$ cat src/rtl/sccb_init_sequencer_if.sv
// Start/Busy handshake bundle shared by the host request path and the SCCB
// engine. The side that issues transfers uses the master modport; the side
// that executes them uses the slave modport.
// Optional feature macro: SEQ_READBACK_EN adds the 8-bit read data return.
interface sccb_init_sequencer_if;
    logic        start;   // one-cycle transfer request
    logic [3:0]  wr;      // transfer code (4'h3 write, 4'h2 read)
    logic [31:0] data;    // {8'h00, dev_id, reg, val}
    logic        busy;    // transfer in progress
`ifdef SEQ_READBACK_EN
    logic [7:0]  rdata;   // byte returned by a completed read
`endif

`ifdef SEQ_READBACK_EN
    modport master (
        output start,
        output wr,
        output data,
        input  busy,
        input  rdata
    );

    modport slave (
        input  start,
        input  wr,
        input  data,
        output busy,
        output rdata
    );
`else
    modport master (
        output start,
        output wr,
        output data,
        input  busy
    );

    modport slave (
        input  start,
        input  wr,
        input  data,
        output busy
    );
`endif
endinterface

$ cat src/rtl/sccb_init_sequencer.sv
// SCCB init sequencer: replays a fixed OV-sensor register table through the
// SCCB engine once the camera leaves reset, then hands the engine to the
// host path. While the table runs the host sees busy and its requests are
// dropped; in DONE or ERR the host path is passed straight through.
// Optional feature macro: SEQ_READBACK_EN (read back every written register,
// count value mismatches).
module sccb_init_sequencer #(
    parameter logic [7:0] DEV_ID      = 8'h42,
    parameter int         CLK_PER_MS  = 100000,
    parameter int         ACK_TIMEOUT = 16,
    parameter int         TBL_DEPTH   = 64,
    localparam int        PTR_W       = $clog2(TBL_DEPTH)
) (
    input  logic                         clk,
    input  logic                         rstn,
    input  logic                         cam_ready_i,
    input  logic                         restart_i,
    sccb_init_sequencer_if.slave         host,
    sccb_init_sequencer_if.master        sccb,
    output logic                         init_done_o,
    output logic                         init_err_o,
    output logic [PTR_W-1:0]             entry_idx_o
`ifdef SEQ_READBACK_EN
    ,
    output logic [7:0]                   mismatch_cnt_o
`endif
);

    // Width of the ack timer; wide enough to hold ACK_TIMEOUT-1.
    localparam int TO_W = (ACK_TIMEOUT > 1) ? $clog2(ACK_TIMEOUT) : 1;

    localparam logic [15:0] ENTRY_END   = 16'hFFFF;
    localparam logic [7:0]  DELAY_TAG   = 8'hF0;
    localparam logic [3:0]  WR_CODE_WR  = 4'h3;
`ifdef SEQ_READBACK_EN
    localparam logic [3:0]  WR_CODE_RD  = 4'h2;
`endif

    typedef enum logic [2:0] {
        S_IDLE,
        S_FETCH,
        S_ISSUE,
        S_WAIT_ACK,
        S_WAIT_DONE,
        S_DELAY,
        S_DONE,
        S_ERR
    } state_t;

    state_t             state_q;
    logic [PTR_W-1:0]   ptr_q;
    logic [31:0]        delay_cnt_q;
    logic [TO_W-1:0]    ack_cnt_q;
    logic               start_q;
    logic [3:0]         wr_q;
    logic [31:0]        data_q;
    logic               done_q;
    logic               err_q;
    logic               cam_ready_q;
`ifdef SEQ_READBACK_EN
    logic               rd_phase_q;    // current transfer is the readback
    logic [7:0]         mismatch_q;
`endif

    logic [15:0]        entry_d;
    logic               is_end_d;
    logic               is_delay_d;
    logic [31:0]        delay_load_d;
    logic               restart_req_d;
    logic               host_owns_d;

    // Init table ROM: {reg, val} writes, 16'hF0nn = wait nn ms, 16'hFFFF = end.
    always_comb begin
        entry_d = ENTRY_END;
        case (ptr_q)
            PTR_W'(0): entry_d = 16'h1280;   // COM7: soft reset of all sensor registers
            PTR_W'(1): entry_d = 16'hF001;   // let the sensor settle after soft reset
            PTR_W'(2): entry_d = 16'h1101;   // CLKRC: internal clock prescaler
            PTR_W'(3): entry_d = ENTRY_END;
            default:   entry_d = ENTRY_END;
        endcase
    end

    // Entry decode; the last table slot always terminates the run so the
    // pointer can never wrap into entry 0 again.
    always_comb begin
        is_end_d     = (entry_d == ENTRY_END) || (ptr_q == PTR_W'(TBL_DEPTH - 1));
        is_delay_d   = (entry_d[15:8] == DELAY_TAG);
        delay_load_d = 32'(entry_d[7:0]) * 32'(CLK_PER_MS);
    end

    // A camera reset (cam_ready falling) re-arms the sequence like restart,
    // except once the table has completed successfully.
    always_comb begin
        restart_req_d = restart_i
                      | (cam_ready_q & ~cam_ready_i & (state_q != S_DONE));
        host_owns_d   = (state_q == S_DONE) || (state_q == S_ERR);
    end

    // Sequencer FSM with registered SCCB request and status outputs.
    always_ff @(posedge clk or negedge rstn) begin
        if (!rstn) begin
            state_q     <= S_IDLE;
            ptr_q       <= '0;
            delay_cnt_q <= '0;
            ack_cnt_q   <= '0;
            start_q     <= 1'b0;
            wr_q        <= '0;
            data_q      <= '0;
            done_q      <= 1'b0;
            err_q       <= 1'b0;
            cam_ready_q <= 1'b0;
`ifdef SEQ_READBACK_EN
            rd_phase_q  <= 1'b0;
            mismatch_q  <= '0;
`endif
        end else begin
            cam_ready_q <= cam_ready_i;
            if (restart_req_d) begin
                // wr/data keep their last value; only the pulse is withdrawn.
                state_q     <= S_IDLE;
                ptr_q       <= '0;
                delay_cnt_q <= '0;
                start_q     <= 1'b0;
                done_q      <= 1'b0;
                err_q       <= 1'b0;
`ifdef SEQ_READBACK_EN
                rd_phase_q  <= 1'b0;
                mismatch_q  <= '0;
`endif
            end else begin
                case (state_q)
                    S_IDLE: begin
                        // Also covers a transfer still in flight after restart.
                        if (cam_ready_i && !sccb.busy) begin
                            state_q <= S_FETCH;
                        end
                    end

                    S_FETCH: begin
                        if (is_end_d) begin
                            done_q  <= 1'b1;
                            state_q <= S_DONE;
                        end else if (is_delay_d) begin
                            delay_cnt_q <= delay_load_d;
                            state_q     <= S_DELAY;
                        end else begin
                            start_q <= 1'b1;
                            wr_q    <= WR_CODE_WR;
                            data_q  <= {8'h00, DEV_ID, entry_d};
                            state_q <= S_ISSUE;
                        end
                    end

                    S_ISSUE: begin
                        start_q   <= 1'b0;
                        ack_cnt_q <= '0;
                        state_q   <= S_WAIT_ACK;
                    end

                    S_WAIT_ACK: begin
                        if (sccb.busy) begin
                            state_q <= S_WAIT_DONE;
                        end else if (ack_cnt_q == TO_W'(ACK_TIMEOUT - 1)) begin
                            err_q   <= 1'b1;
                            state_q <= S_ERR;
                        end else begin
                            ack_cnt_q <= ack_cnt_q + TO_W'(1);
                        end
                    end

                    S_WAIT_DONE: begin
                        if (!sccb.busy) begin
`ifdef SEQ_READBACK_EN
                            if (!rd_phase_q) begin
                                // Same register address; the val byte is ignored on reads.
                                rd_phase_q <= 1'b1;
                                start_q    <= 1'b1;
                                wr_q       <= WR_CODE_RD;
                                state_q    <= S_ISSUE;
                            end else begin
                                rd_phase_q <= 1'b0;
                                if ((sccb.rdata != data_q[7:0]) && (mismatch_q != 8'hFF)) begin
                                    mismatch_q <= mismatch_q + 8'd1;
                                end
                                ptr_q   <= ptr_q + PTR_W'(1);
                                state_q <= S_FETCH;
                            end
`else
                            ptr_q   <= ptr_q + PTR_W'(1);
                            state_q <= S_FETCH;
`endif
                        end
                    end

                    S_DELAY: begin
                        // Counter stops at zero; the step to FETCH happens there.
                        if (delay_cnt_q == 32'd0) begin
                            ptr_q   <= ptr_q + PTR_W'(1);
                            state_q <= S_FETCH;
                        end else begin
                            delay_cnt_q <= delay_cnt_q - 32'd1;
                        end
                    end

                    S_DONE: begin
                        state_q <= S_DONE;
                    end

                    S_ERR: begin
                        state_q <= S_ERR;
                    end

                    default: begin
                        state_q <= S_IDLE;
                    end
                endcase
            end
        end
    end

    // Engine ownership mux: host pass-through in DONE/ERR, sequencer otherwise.
    // A restart in the same cycle as a host request wins and drops the request.
    always_comb begin
        if (host_owns_d) begin
            sccb.start = host.start & ~restart_req_d;
            sccb.wr    = host.wr;
            sccb.data  = host.data;
            host.busy  = sccb.busy;
        end else begin
            sccb.start = start_q;
            sccb.wr    = wr_q;
            sccb.data  = data_q;
            host.busy  = 1'b1;
        end
    end

    assign init_done_o = done_q;
    assign init_err_o  = err_q;
    assign entry_idx_o = ptr_q;

`ifdef SEQ_READBACK_EN
    assign host.rdata     = sccb.rdata;
    assign mismatch_cnt_o = mismatch_q;
`endif

endmodule

$ cat src/flat_wrapper.sv
// flat-port wrapper written by rule: the top's interface ports become plain ports
module sccb_init_sequencer_flat 
#(
    parameter logic [7:0] DEV_ID      = 8'h42,
    parameter int         CLK_PER_MS  = 100000,
    parameter int         ACK_TIMEOUT = 16,
    parameter int         TBL_DEPTH   = 64,
    localparam int        PTR_W       = $clog2(TBL_DEPTH)
)
  (clk, rstn, cam_ready_i, restart_i, init_done_o, init_err_o, entry_idx_o, host_start, host_wr, host_data, host_busy, sccb_start, sccb_wr, sccb_data, sccb_busy);
  sccb_init_sequencer_if host_i ();
  sccb_init_sequencer_if sccb_i ();
  input  logic clk;
  input  logic rstn;
  input  logic cam_ready_i;
  input  logic restart_i;
  output logic init_done_o;
  output logic init_err_o;
  output logic [PTR_W-1:0] entry_idx_o;
  input wire logic [$bits(host_i.start)-1:0] host_start;
  input wire logic [$bits(host_i.wr)-1:0] host_wr;
  input wire logic [$bits(host_i.data)-1:0] host_data;
  output wire logic [$bits(host_i.busy)-1:0] host_busy;
  output wire logic [$bits(sccb_i.start)-1:0] sccb_start;
  output wire logic [$bits(sccb_i.wr)-1:0] sccb_wr;
  output wire logic [$bits(sccb_i.data)-1:0] sccb_data;
  input wire logic [$bits(sccb_i.busy)-1:0] sccb_busy;
  assign host_i.start = host_start;
  assign host_i.wr = host_wr;
  assign host_i.data = host_data;
  assign host_busy = host_i.busy;
  assign sccb_start = sccb_i.start;
  assign sccb_wr = sccb_i.wr;
  assign sccb_data = sccb_i.data;
  assign sccb_i.busy = sccb_busy;
  sccb_init_sequencer #(.DEV_ID(DEV_ID), .CLK_PER_MS(CLK_PER_MS), .ACK_TIMEOUT(ACK_TIMEOUT), .TBL_DEPTH(TBL_DEPTH)) u_core (.clk(clk), .rstn(rstn), .cam_ready_i(cam_ready_i), .restart_i(restart_i), .host(host_i), .sccb(sccb_i), .init_done_o(init_done_o), .init_err_o(init_err_o), .entry_idx_o(entry_idx_o));
endmodule
$ cat config.mk
export PLATFORM = sky130hd
export DESIGN_NAME = sccb_init_sequencer_flat
export DESIGN_NICKNAME = d
export VERILOG_FILES = /design/src/rtl/sccb_init_sequencer_if.sv /design/src/rtl/sccb_init_sequencer.sv /design/src/flat_wrapper.sv
export SDC_FILE = /design/constraint.sdc
export NUM_CORES = 1
export LEC_CHECK = 0
export ABC_AREA = 1
export CORE_UTILIZATION = 50
export CTS_CLUSTER_DIAMETER = 80
export CTS_CLUSTER_SIZE = 24
export DETAILED_ROUTE_END_ITERATION = 8
export PLACE_DENSITY = 0.75
export RECOVER_POWER = 25
export SYNTH_ARGS = -nofsm -noshare
export SYNTH_HDL_FRONTEND = slang
export SYNTH_SLANG_ARGS = --single-unit
$ cat constraint.sdc
create_clock -name clk -period 2.3 [get_ports clk]
set_input_delay 0.46 -clock clk [delete_from_list [all_inputs] [get_ports clk]]
set_output_delay 0.46 -clock clk [all_outputs]
set_load 0.02 [all_outputs]
# Word level (Yosys, flattened, before mapping)
# Cells that the tools add are included.
[op_classes]
n_addsub = 3
multipliers = 1
eq_ne = 25
n_mux = 37
bitwise_logic = 8
n_reduce_logical = 23
[op_table]
columns = ["op", "count"]
rows = [
  ["32-bit two-way mux", 5],
  ["32-bit one-hot mux with 2 select lines", 1],
  ["16-bit one-hot mux with 3 select lines", 1],
  ["32-bit zero test", 1],
  ["32-bit by 1-bit subtractor with 32-bit output (second input constant)", 1],
  ["3-bit two-way mux", 8],
  ["3-bit one-hot mux with 8 select lines", 1],
  ["8-bit by 12-bit multiplier with 20-bit output (second input constant)", 1],
  ["6-bit two-way mux", 3],
  ["16-bit == test (second input constant)", 1],
  ["4-bit AND reduction", 4],
  ["3-bit == test (second input constant)", 4],
  ["1-bit two-way mux", 12],
  ["4-bit two-way mux", 3],
  ["6-bit one-hot mux with 2 select lines", 1],
  ["2-bit nonzero test", 5],
  ["3-bit by 1-bit != test with 1-bit output (second input constant)", 3],
  ["3-bit != test (second input constant)", 3],
  ["3-bit AND reduction", 3],
  ["3-bit nonzero test", 3],
  ["8-bit == test (second input constant)", 1],
  ["4-bit one-hot mux with 2 select lines", 1],
  ["6-bit by 1-bit adder with 6-bit output (second input constant)", 1],
  ["3-bit by 2-bit == test with 1-bit output (second input constant)", 2],
  ["other kinds (20)", 28],
]
[totals]
reg_bits = 67
in_bits = 42
elab_cells = 107

# Depth between registers and ports, before layout
[logic_depth]
depth_word = 7
depth_mapped = 15
ltp_nobuf = 15

# Least setup slack after synthesis
# No wires, ideal clock.
[synth_path]
path_kind = "register to register"
from = "reg u_core.ptr_q[0], in the netlist u_core.entry_idx_o[0]"
to = "reg u_core.data_q[12]"
setup_ns = 0.127
arrival_ns = 2.080
required_ns = 2.173
setup_slack_ns = 0.093
stages_incl_launch_ff = 14
synth_period_minus_slack_ns = 2.207
path_cell_list = "dfrtp_1 > inv_1 > ha_1 > nand3_1 > nand2_1 > inv_1 > ha_1 > inv_1 > nand2_1 > inv_1 > nand2_1 > nand3_2 > inv_2 > or2_2"
[synth_between]
elab_chain_len = 6
[synth_rtl]
columns = ["element", "line", "rtl"]
rows = [
  ["from (decl)", "sccb_init_sequencer.sv:51", "logic [PTR_W-1:0] ptr_q;"],
  ["from (signal assigned)", "sccb_init_sequencer.sv:190", "ptr_q <= ptr_q + PTR_W'(1);"],
  ["from (signal assigned)", "sccb_init_sequencer.sv:199", "ptr_q <= ptr_q + PTR_W'(1);"],
  ["6-bit by 2-bit == test with 1-bit output (tied with other cells)", "sccb_init_sequencer.sv:75", "case (ptr_q)"],
  ["16-bit one-hot mux with 3 select lines", "sccb_init_sequencer.sv:75", ""],
  ["16-bit == test", "sccb_init_sequencer.sv:87", "is_end_d = (entry_d == ENTRY_END) || (ptr_q == PTR_W'(TBL_DEPTH - 1));"],
  ["1-bit logical OR", "sccb_init_sequencer.sv:87", ""],
  ["1-bit inverter (no source line)", "n/a", ""],
  ["4-bit AND reduction (no source line) *", "n/a", ""],
  ["to (signal assigned)", "sccb_init_sequencer.sv:150", "data_q <= {8'h00, DEV_ID, entry_d};"],
  ["to (decl)", "sccb_init_sequencer.sv:56", "logic [31:0] data_q;"],
]
# Mark *: on every way between the ends. The rest lies on a longest branch, timed or not.
# A chain may end at the register's enable or synchronous reset.

# Final worst setup path
[layout_path]
from = "in sccb_busy"
to = "out host_busy"
[layout_between]
elab_chain_len = 1
[layout_rtl]
columns = ["element", "line", "rtl"]
rows = [
  ["from (decl)", "flat_wrapper.sv:27", "input wire logic [$bits(sccb_i.busy)-1:0] sccb_busy;"],
  ["1-bit two-way mux", "sccb_init_sequencer.sv:225", "if (host_owns_d) begin"],
  ["to (decl)", "flat_wrapper.sv:23", "output wire logic [$bits(host_i.busy)-1:0] host_busy;"],
]
# Every way passes these cells.

==> impl_metrics.yaml <==
placement:
  dp_hpwl_um: 8490
  dpl_cell_area_um2: 5200
  place_congestion: 0.929
  place_ws_ns: -0.0676
  port_buffers: 87
worst_setup_path:
  cp.required_ns: 1.84
  reg2reg_slack_ns: 0.18
  worst-path-max-fanout: 2
  start_kind: "input port"
  worst_ep_arrival_time_ns: 1.73
  crit_type: "input port to primary output"
  endpoint_kind: "primary output"
power:
  p_per_area_nw_per_um2: 700
  power.share.switching_pct: 41.3
  comb_power_share_pct: 46.1
  switchingPower_mw: 1.55
  peakVddDrop_mv: 0.415
  power_frac_clock_pct: 20.4
  seq_power_share_pct: 33.4
  power.internal_mw: 2.21
  leakagePower_nw: 2.73
synth:
  synth_top_area_share_pct: 33.7
  netlist_area_um2: 4080
  yosysTopAreaCell: "dfrtp_1"
  synth_cells: 641
  ys_types: 32
  ys_ff_latch: 55
  synth.most_common_cell: "nand2_1"
  synth_nets: 697
  async_reset_ff_share_pct: 100
  synthTopCellsByCount: "nand2_1, nor2_1, nand3_1, inv_1, dfrtp_1"
  yosysSeqAreaShare_pct: 33.7
  ys_warn_count: 0
  synth_flop_cell: "dfrtp_1"
  synth_edf_count: 0
  yosys-top-cells-area: "dfrtp_1, nand2_1, nor2_1, nand3_1, inv_1"
  syn_avg_cell_area_um2: 6.37
finish:
  fillers: 678
  area_growth_pct: 31.4
  postLayoutCellArea_um2: 5370
  antenna_cells: 0
  regArea_um2: 1380
  multi_input_area_um2: 2380
  fin_nets: 801
  drive_gt1_share_pct: 9.25
timing:
  hold_violations: 0
  slew_headroom_pct: 7.37
  fin_ws_ns: 0.115
  rsz0062_at_grt: "false"
  max_freq_mhz: 458
  maxSlewViolCount: 0
  period_minus_slack_ns: 2.19
  finalSetupTns_ns: 0
  tightest_slew_ns: 1.39
  setup_violations: 0
  period_share_pct: 95.0
  fin_skew_ns: 0.00548
clock_tree:
  path_clk_slew_ns: 0.10
  clockBufferDepth: 2
  cts_made_buffers: 5
  clk_latency_ns: 0.32
  clock_sinks: 55
  h-tree-depth: 2
  postCtsHoldBufs: 0
  tritoncts: "built"
  cts_root_buf: "clkbuf_8"
drt:
  firstDrtPassIters: 5
  detail-route-antenna-nets: 0
  via_per_inst: 5.24
  drtIter0Drc: 253
  vias: 4447
  routed_wl_um: 11100
  drc: 0
  routedWlPerCell_um: 13.1
status:
  status: "finished, final reports clean"
grt:
  first_global_vias: 4279
  overflow: 0
  grt_pass1_wl_um: 19100
  grt_use_total_pct: 27.9
  grt_max_degree: 56
  antenna_found_initial: 0
floorplan:
  dieHeight_um: 92.4
  rows: 32
  die_x_um: 92.4
  core_area_um2: 7810
  start_util_pct: 52.3
  dieArea_um2: 8530
  pin_count: 88
job:
  cap_violations: 0
hold_path:
  min_path_type: "flop to flop"
-- registers in the layout, indices dropped and copies added (netlist names) --
register and flops:
u_core.entry_idx_o 6, u_core.init_err_o 1, u_core.init_done_o 1, u_core.start_q 1, u_core.data_q 6, u_core.ack_cnt_q 4, u_core.cam_ready_q 1, u_core.state_q 3
u_core.delay_cnt_q 32
-- stage by stage --
stage / utilization (%) / cells / hold WS [ns] / power [mW]
6_report: 68.7 / 848 / 0.485 / 3.76
5_1_grt: 68.7 / 848 / 0.526 / 4.04
4_1_cts: 68.2 / 847 / 0.297 / 3.77
3_5_place_dp: 66.7 / 839 / 0.471 / 3.03
3_3_place_gp: 66.7 / 839 / 0.449 / 2.99
2_1_floorplan: - / 641 / 0.164 / 2.37
-- cell type report --
type	instances	share of cell area (%)
Multi-Input combinational cell	501	44.4
Clock buffer	6	1.35
Clock inverter	2	1.12
Timing Repair Buffer	115	20.4
Sequential cell	55	25.6
Tap cell	102	2.38
Inverter	67	4.69
-- power by group through the flow --
stage	Clock (mW)	Combinational (mW)	Sequential, mW
after floorplan	0	1.12	1.25
after global placement	0	1.73	1.26
after detailed placement	0	1.76	1.27
after CTS	0.786	1.73	1.25
after global routing	0.818	1.95	1.28
final	0.768	1.73	1.26
-- worst max-delay path, stage by stage --
cell             delay [ns]
clkdlybuf4s50_1        0.51
inv_1                  0.07
nand2_1                0.06
clkdlybuf4s50_1        0.62
-- cells in the final DEF, fill, tap and decap left out, types with 6 or more instances in the layout --
cell / n
nand2_1: 221
dlygate4sd2_1: 17
ha_1: 13
dfrtp_1: 55
inv_1: 59
buf_4: 23
inv_2: 8
nand3_1: 60
nor2_2: 6
o21ai_1: 22
clkdlybuf4s50_1: 65
o21ai_0: 18
nor2_1: 90
a21oi_1: 17
-- timing repair --
item                                    in CTS  in global routing
endpoints found under the setup margin      17                 39
pin swaps                                    0                  2
gates resized for setup                     19                 12
setup buffers                                0                  1
-- logic make-up (layout without fill, tap and decap cells) --
| group | count (synthesis) | after routing | synth area share (%) |
|---|---|---|---|
| AOI/OAI and AO/OA | 71 | 71 | 9.53 |
| xor gates and xnor gates | 7 | 7 | 1.50 |
| adders and majority gates | 14 | 14 | 4.29 |
| buffers and inverters | 85 | 190 | 8.58 |
| DFF | 55 | 55 | 33.7 |
| and+or+nand+nor | 409 | 409 | 42.4 |
-- routing by layer --
metal	share of wire, %	track usage, %	vias up
met1	44	36.1	2049
li1	-	-	2230
met3	7.6	4.76	15
met5	0	0	-
met4	1.5	7.81	0
met2	47	47.8	153
-- path summary, 6_finish.rpt --
path | to | depth (start not counted) | start
min | u_core.data_q[12] | 1 | u_core.data_q[12]
max reg2reg | u_core.delay_cnt_q[12] | 14 | u_core.entry_idx_o[0]
max | host_busy | 4 | sccb_busy
max in group asynchronous | u_core.delay_cnt_q[9] | 2 | rstn
min reg2reg | u_core.data_q[12] | 1 | u_core.data_q[12]
min in group asynchronous | u_core.delay_cnt_q[19] | 2 | rstn
No activity file was read; power rests on OpenSTA's default activity.
